**config.mk**
```make
export PLATFORM = sky130hd
export DESIGN_NAME = upp_frame_rx
export DESIGN_NICKNAME = d
export VERILOG_FILES = /design/src/rtl/upp_pkg.sv /design/src/rtl/upp_req_timer.sv /design/src/rtl/upp_frame_rx.sv
export SDC_FILE = /design/constraint.sdc
export NUM_CORES = 1
export LEC_CHECK = 0
export BUFFER_PORTS_ARGS = -buffer_cell sky130_fd_sc_hd__buf_2
export CORE_ASPECT_RATIO = 1.2
export CORE_UTILIZATION = 45
export CTS_CLUSTER_DIAMETER = 60
export DETAILED_ROUTE_END_ITERATION = 10
export PLACE_DENSITY = 0.63
export SLEW_MARGIN = 20
export SYNTH_ARGS = -nofsm -noshare
export SYNTH_HDL_FRONTEND = slang
export SYNTH_SLANG_ARGS = --single-unit
```
**constraint.sdc**
```tcl
create_clock -name iCLK -period 2.7 [get_ports iCLK]
set_input_delay 0.135 -clock iCLK [delete_from_list [all_inputs] [get_ports iCLK]]
set_output_delay 0.135 -clock iCLK [all_outputs]
set_load 0.05 [all_outputs]
```
**src/rtl/upp_pkg.sv**
```systemverilog
// Shared definitions for the uPP receive path: FSM states, error bit
// positions, default sync word and the running-checksum type.
package upp_pkg;

  typedef enum logic [2:0] {
    IDLE,
    REQ,
    WAIT_SYNC,
    DISCARD,
    NUM,
    PAYLOAD,
    CSUM,
    GAP
  } state_t;

  localparam int unsigned ERR_SYNC    = 0;
  localparam int unsigned ERR_CSUM    = 1;
  localparam int unsigned ERR_TIMEOUT = 2;
  localparam int unsigned ERR_SEQ     = 3;

  localparam logic [15:0] DEFAULT_SYNC_WORD = 16'hF5F5;

  localparam int unsigned CSUM_W = 16;
  typedef logic [CSUM_W-1:0] csum_t;

  // Modular word sum used for the frame checksum
  function automatic csum_t csumAdd(input csum_t acc, input logic [15:0] word);
    return acc + csum_t'(word);
  endfunction

endpackage

```
**src/rtl/upp_req_timer.sv**
```systemverilog
// Down-counter that times the request (oREQ high) and gap (oREQ low)
// windows. iLOAD presets the count; oDONE flags the last cycle of a window.
module upp_req_timer #(
  parameter int unsigned W = 9
) (
  input  logic         iCLK,
  input  logic         iRST_N,
  input  logic         iLOAD,
  input  logic [W-1:0] iLEN,
  output logic         oDONE
);

  logic [W-1:0] count;

  // Preload on iLOAD, otherwise count down and rest at zero
  always_ff @(posedge iCLK or negedge iRST_N) begin
    if (!iRST_N) begin
      count <= '0;
    end else if (iLOAD) begin
      count <= iLEN;
    end else if (count != '0) begin
      count <= count - W'(1);
    end
  end

  // A window loaded with N lasts exactly N cycles
  assign oDONE = (count <= W'(1));

endmodule

```
**src/rtl/upp_frame_rx.sv**
```systemverilog
// DSP-side uPP frame receiver: requests a frame from the bridge, checks
// sync / length / checksum (and optionally sequence), and streams the
// payload out with frame status.
// Optional feature: define UPP_RX_SEQ_CHECK_EN to enable frame-number
// sequence checking (oERR[3]); otherwise the frame number is ignored.
module upp_frame_rx
  import upp_pkg::*;
#(
  parameter logic [15:0] FRAME_WORDS = 16'd34,
  parameter logic [15:0] SYNC_WORD   = DEFAULT_SYNC_WORD,
  parameter logic [8:0]  REQ_LENGTH  = 9'd200,
  parameter logic [8:0]  GAP_LENGTH  = 9'd200,
  parameter logic [15:0] TIMEOUT     = 16'd4096
) (
  input  logic        iCLK,
  input  logic        iRST_N,
  input  logic [15:0] iDATA_UPP,
  input  logic        iENA,
  output logic        oREQ,
  output logic [15:0] oDATA,
  output logic        oVALID,
  output logic        oSOF,
  output logic        oEOF,
  output logic        oFRAME_OK,
  output logic [3:0]  oERR,
  output logic [15:0] oFRAME_CNT
);

  state_t      state;
  logic [15:0] s1Data;
  logic        s1Ena;
  csum_t       sum;
  logic [15:0] payIdx;
  logic [15:0] toCnt;
  logic        timerLoad;
  logic [8:0]  timerLen;
  logic        timerDone;
  logic        csumOk;
  logic        seqBad;
  logic        lastPay;
  logic        toHit;

`ifdef UPP_RX_SEQ_CHECK_EN
  logic [15:0] frameNum;
  logic [15:0] expNum;
  logic        seqKnown;
  assign seqBad = seqKnown && (frameNum != expNum);
`else
  assign seqBad = 1'b0;
`endif

  assign csumOk  = (s1Data == sum);
  assign lastPay = (payIdx == FRAME_WORDS - 16'd4);
  assign toHit   = (toCnt == TIMEOUT - 16'd1);

  // Input stage: every decision is taken on the registered word/enable
  always_ff @(posedge iCLK or negedge iRST_N) begin
    if (!iRST_N) begin
      s1Data <= '0;
      s1Ena  <= 1'b0;
    end else begin
      s1Data <= iDATA_UPP;
      s1Ena  <= iENA;
    end
  end

  // Timer stays preloaded outside REQ/GAP so every entry into GAP starts a
  // full window without the FSM having to name each entry path.
  always_comb begin
    timerLoad = 1'b1;
    timerLen  = GAP_LENGTH;
    case (state)
      IDLE:    timerLen = REQ_LENGTH;
      REQ:     timerLoad = 1'b0;
      GAP: begin
        timerLoad = timerDone;
        timerLen  = REQ_LENGTH;
      end
      default: ;
    endcase
  end

  upp_req_timer #(.W(9)) uTimer (
    .iCLK  (iCLK),
    .iRST_N(iRST_N),
    .iLOAD (timerLoad),
    .iLEN  (timerLen),
    .oDONE (timerDone)
  );

  // Frame FSM with registered outputs
  always_ff @(posedge iCLK or negedge iRST_N) begin
    if (!iRST_N) begin
      state      <= IDLE;
      oREQ       <= 1'b0;
      oDATA      <= '0;
      oVALID     <= 1'b0;
      oSOF       <= 1'b0;
      oEOF       <= 1'b0;
      oFRAME_OK  <= 1'b0;
      oERR       <= '0;
      oFRAME_CNT <= '0;
      sum        <= '0;
      payIdx     <= '0;
      toCnt      <= '0;
`ifdef UPP_RX_SEQ_CHECK_EN
      frameNum   <= '0;
      expNum     <= '0;
      seqKnown   <= 1'b0;
`endif
    end else begin
      oREQ      <= (state == REQ);
      oVALID    <= 1'b0;
      oSOF      <= 1'b0;
      oEOF      <= 1'b0;
      oFRAME_OK <= 1'b0;
      oERR      <= '0;
      case (state)
        IDLE: state <= REQ;
        REQ, WAIT_SYNC: begin
          if (s1Ena) begin
            if (s1Data == SYNC_WORD) begin
              state <= NUM;
              toCnt <= '0;
            end else begin
              oERR[ERR_SYNC] <= 1'b1;
              state          <= DISCARD;
            end
          end else if (state == REQ && timerDone) begin
            state <= WAIT_SYNC;
          end
        end
        DISCARD: if (!s1Ena) state <= GAP;
        NUM, PAYLOAD, CSUM: begin
          if (s1Ena) begin
            toCnt <= '0;
            if (state == NUM) begin
`ifdef UPP_RX_SEQ_CHECK_EN
              frameNum <= s1Data;
`endif
              sum    <= '0;
              payIdx <= '0;
              state  <= PAYLOAD;
            end else if (state == PAYLOAD) begin
              oDATA  <= s1Data;
              oVALID <= 1'b1;
              oSOF   <= (payIdx == '0);
              oEOF   <= lastPay;
              sum    <= csumAdd(sum, s1Data);
              payIdx <= payIdx + 16'd1;
              if (lastPay) state <= CSUM;
            end else begin
              oERR[ERR_CSUM] <= !csumOk;
              oERR[ERR_SEQ]  <= seqBad;
              if (csumOk && !seqBad) begin
                oFRAME_OK  <= 1'b1;
                oFRAME_CNT <= oFRAME_CNT + 16'd1;
              end
`ifdef UPP_RX_SEQ_CHECK_EN
              if (csumOk) begin
                expNum   <= frameNum + 16'd1;
                seqKnown <= 1'b1;
              end
`endif
              state <= GAP;
            end
          end else if (toHit) begin
            oERR[ERR_TIMEOUT] <= 1'b1;
            oEOF  <= (state == CSUM) || (state == PAYLOAD && payIdx != '0);
            toCnt <= '0;
            state <= GAP;
          end else begin
            toCnt <= toCnt + 16'd1;
          end
        end
        GAP: if (timerDone) state <= REQ;
        default: state <= IDLE;
      endcase
    end
  end

endmodule

```
==> impl_metrics.sql <==
INSERT INTO impl_metrics (metric_group, metric, value, unit) VALUES
('outcome', 'run_status', 'completed', ''),
('drt', 'detail_route.iter0.violations', '184', ''),
('critical_path', 'setup.worst_path.class', 'register to register', ''),
('floorplan', 'boundaryPins', '60', ''),
('yosys', 'seq_area_frac_synth', '50.33', '%'),
('layout', 'multi_input_comb_area', '2709', 'µm²'),
('critical_path', 'critPathMaxFanout', '3', ''),
('timing', 'final_min_period_over_clock_period', '89.96', '%'),
('drt', 'wl_met3', '419', 'µm'),
('critical_path', 'kind_of_capture_point_of_the_worst_setup_path', 'register', ''),
('clocking', 'cts_inserted_buffers', '17', ''),
('grt', 'grt_first_pass_wirelength', '21.16', 'mm'),
('grt', 'grt-ovfl-total', '0', ''),
('yosys', 'postSynthCellCount', '594', ''),
('place', 'detailed_place.area', '6279', 'µm²'),
('timing', 'finalClockSkew', '0.005918', 'ns'),
('place', 'place.detailed.instances', '807', ''),
('yosys', 'post_synth_num_cell_types', '60', ''),
('critical_path', 'depth_of_the_worst_register_to_register_path', '10', ''),
('min_path', 'hold_path_class', 'input port to async pin', ''),
('yosys', 'yosys.area_share.adder', '5.464', '%'),
('flow_run', 'maxCapViolations', '0', ''),
('place', 'hpwl', '8.559', 'mm'),
('floorplan', 'row_count', '45', ''),
('drt', 'via_per_inst', '5.388', ''),
('floorplan', 'die_area', '13390', 'µm²'),
('yosys', 'synth_xor_area_share', '5.872', '%'),
('critical_path', 'startpoint_type', 'register', ''),
('drt', 'routed_wirelength', '12.45', 'mm'),
('yosys', 'synthFlopType', 'sky130_fd_sc_hd__dfrtp_1', ''),
('clocking', 'cts_tree', 'built', ''),
('drt', 'routed.top_layer', 'met4', ''),
('drt', 'remaining_drc_errors', '0', ''),
('grt', 'grt_max_degree', '52', ''),
('critical_path', 'cp_data_arrival_time', '2.73', 'ns'),
('clocking', 'clock-sinks', '117', ''),
('layout', 'layout-drive-gt1-share', '15.94', '%'),
('yosys', 'synth_simple_gate_area_share', '21.92', '%'),
('clocking', 'clkLatencyLatePin', '0.41', 'ns'),
('yosys', 'synthArstFlopShare', '100.0', '%'),
('timing', 'worst_slew_margin_relative_to_its_limit', '30.48', '%'),
('floorplan', 'fp.coreArea', '12610', 'µm²'),
('timing', 'grt_setup_unrepaired', 'no', ''),
('layout', 'final_net_count', '723', ''),
('critical_path', 'critPathRequiredTime', '3.00', 'ns'),
('clocking', 'ctsLongestPathBuffers', '2', ''),
('timing', 'setup_total_negative_slack', '0', 'ns'),
('clocking', 'clockRootBuffer', 'sky130_fd_sc_hd__clkbuf_16', ''),
('drt', 'drt-pass1-iter-count', '4', ''),
('layout', 'areaGrowthSynthToFinish', '19.77', '%'),
('yosys', 'synth_enable_flop_cells', '0', ''),
('drt', 'met1_length', '5.479', 'mm'),
('yosys', 'netlist_area_before_placement', '5817', 'µm²'),
('yosys', 'muxShareOfSynthArea', '0.5378', '%'),
('yosys', 'compound_gate_fraction_of_synth_area', '12.71', '%'),
('clocking', 'cts_clock_pin_slew_for_the_worst_setup_and_hold_paths', '0.05', 'ns'),
('power', 'powerDensity', '963.8', 'nW/µm²'),
('grt', 'grtUsageTotal', '20.01', '%'),
('grt', 'vias_in_the_first_global_route', '4629', ''),
('layout', 'layout.cells.non_filler', '854', ''),
('drt', 'vias', '4601', ''),
('yosys', 'yosys_warnings', '0', ''),
('timing', 'finalSetupViolCount', '0', ''),
('layout', 'post_route_standard_cell_area_excluding_fillers', '6967', 'µm²'),
('floorplan', 'start_util', '46.12', '%'),
('yosys', 'postSynthAreaPerCell', '9.793', 'µm²'),
('layout', 'filler_cell_count', '1154', ''),
('timing', 'period_minus_slack', '2.429', 'ns'),
('power', 'ir_worst_vdd', '521.2', 'µV'),
('drt', 'ant_nets', '0', ''),
('timing', 'worst_pin_slew', '1.036', 'ns');
## worst max-delay path, cell delays in order, from the launching register on
cell and delay (ns):
sky130_fd_sc_hd__dfrtp_1 0.37, sky130_fd_sc_hd__ha_1 0.21, sky130_fd_sc_hd__inv_1 0.07, sky130_fd_sc_hd__fa_1 0.39
sky130_fd_sc_hd__nor2b_1 0.11, sky130_fd_sc_hd__o21ai_0 0.10, sky130_fd_sc_hd__a21boi_1 0.24, sky130_fd_sc_hd__o211ai_2 0.15
sky130_fd_sc_hd__a311oi_1 0.30, sky130_fd_sc_hd__o21ai_0 0.11, sky130_fd_sc_hd__a32o_1 0.26
## layout make-up
class | count | share of cell area, %
Clock buffer | 23 | 6.861
Clock inverter | 6 | 0.4310
Inverter | 17 | 0.9159
Multi-Input combinational cell | 442 | 38.88
Sequential cell | 117 | 42.03
Tap cell | 164 | 2.945
Timing Repair Buffer | 85 | 7.938
## layout by cell type (no fill, tap or decap), types with 17 or more instances in the layout
cell / synthesis / layout
sky130_fd_sc_hd__nand2_1: 93 / 93
sky130_fd_sc_hd__ha_1: 23 / 23
sky130_fd_sc_hd__clkbuf_16: 0 / 17
sky130_fd_sc_hd__dfrtp_1: 117 / 117
sky130_fd_sc_hd__nand3_1: 21 / 21
sky130_fd_sc_hd__dlygate4sd3_1: 0 / 18
sky130_fd_sc_hd__nor2_1: 47 / 47
sky130_fd_sc_hd__a21oi_1: 21 / 21
sky130_fd_sc_hd__buf_2: 2 / 57
sky130_fd_sc_hd__o21ai_0: 51 / 51
sky130_fd_sc_hd__xnor2_1: 24 / 24
## final timing paths
path	from	endpoint	slack, ns
setup / recovery	s1Data[0]	sum[14]	0.27
hold / removal	iRST_N	toCnt[4]	0.25
setup reg to reg	s1Data[0]	sum[14]	0.27
hold reg to reg	oDATA[9]	oDATA[9]	0.47
max in group asynchronous	iRST_N	s1Data[10]	1.68
min in group iCLK	iDATA_UPP[8]	s1Data[8]	0.36
## layer usage
layer | vias up | GRT usage [%]
met5 | - | 0
met4 | 0 | 8.742
met3 | 19 | 4.830
met2 | 75 | 34.22
met1 | 2238 | 23.94
li1 | 2269 | -
## repair_timing
| action | in CTS | in global routing |
|---|---|---|
| hold buffers | 18 | 0 |
| hold endpoints to repair | 57 | 0 |
| resized for setup | 0 | 1 |
| endpoints found under the setup margin | 0 | 2 |
| buffers inserted | 0 | 0 |
## Yosys cell counts (3+ instances only)
library cell | count | share of area [%]
sky130_fd_sc_hd__a211oi_1 | 5 | 0.65
sky130_fd_sc_hd__a21o_1 | 4 | 0.52
sky130_fd_sc_hd__a21oi_1 | 21 | 1.8
sky130_fd_sc_hd__a22o_1 | 4 | 0.60
sky130_fd_sc_hd__a31oi_1 | 3 | 0.32
sky130_fd_sc_hd__a32o_1 | 3 | 0.52
sky130_fd_sc_hd__and2_0 | 3 | 0.32
sky130_fd_sc_hd__and3_1 | 13 | 1.4
sky130_fd_sc_hd__and3_2 | 3 | 0.39
sky130_fd_sc_hd__buf_6 | 3 | 0.58
sky130_fd_sc_hd__clkbuf_1 | 10 | 0.65
sky130_fd_sc_hd__dfrtp_1 | 117 | 50
sky130_fd_sc_hd__ha_1 | 23 | 4.9
sky130_fd_sc_hd__inv_1 | 16 | 1.0
sky130_fd_sc_hd__nand2_1 | 93 | 6.0
sky130_fd_sc_hd__nand2b_1 | 10 | 1.1
sky130_fd_sc_hd__nand3_1 | 21 | 1.8
sky130_fd_sc_hd__nand3_2 | 4 | 0.69
sky130_fd_sc_hd__nand3b_1 | 3 | 0.39
sky130_fd_sc_hd__nand4_1 | 11 | 1.2
sky130_fd_sc_hd__nor2_1 | 47 | 3.0
sky130_fd_sc_hd__nor3_1 | 14 | 1.2
sky130_fd_sc_hd__nor4_1 | 9 | 0.97
sky130_fd_sc_hd__o21a_1 | 3 | 0.39
sky130_fd_sc_hd__o21ai_0 | 51 | 4.4
sky130_fd_sc_hd__o31ai_1 | 11 | 1.4
sky130_fd_sc_hd__or3_1 | 9 | 0.97
sky130_fd_sc_hd__xnor2_1 | 24 | 3.6
sky130_fd_sc_hd__xor2_1 | 15 | 2.3
## sequential cells by signal (all words and copies together), names as in the netlist, 3 cells and up
signal / flops
uTimer.count: 9
s1Data: 16
oDATA: 16
oFRAME_CNT: 16
state: 3
payIdx: 16
oERR: 3
sum: 16
toCnt: 16
## cells by family after synthesis
logic type	Yosys count
AO/OA/AOI/OAI	120
adder cells (fa/ha/maj)	25
other	1
XOR/XNOR	39
flip-flops	117
AND/OR/NAND/NOR	254
buffers and inverters	35
multiplexers	3
## where the power goes
part	total, mW	internal [mW]	switching [mW]
Sequential	2.41	2.10	0.311
Combinational	2.37	0.837	1.53
Clock	1.94	1.21	0.723
## stage by stage
stage,power [mW],hold slack [ns],setup WS (ns)
floorplan,4.232,-0.1606,0.3148
global placement,4.724,0.1582,0.2679
detailed placement,4.782,0.1650,0.2006
CTS,6.791,0.2601,0.1792
global route,7.176,0.3141,0.03383
finish,6.715,0.2511,0.2711
Note: power is estimated with default switching activity, not from simulation.
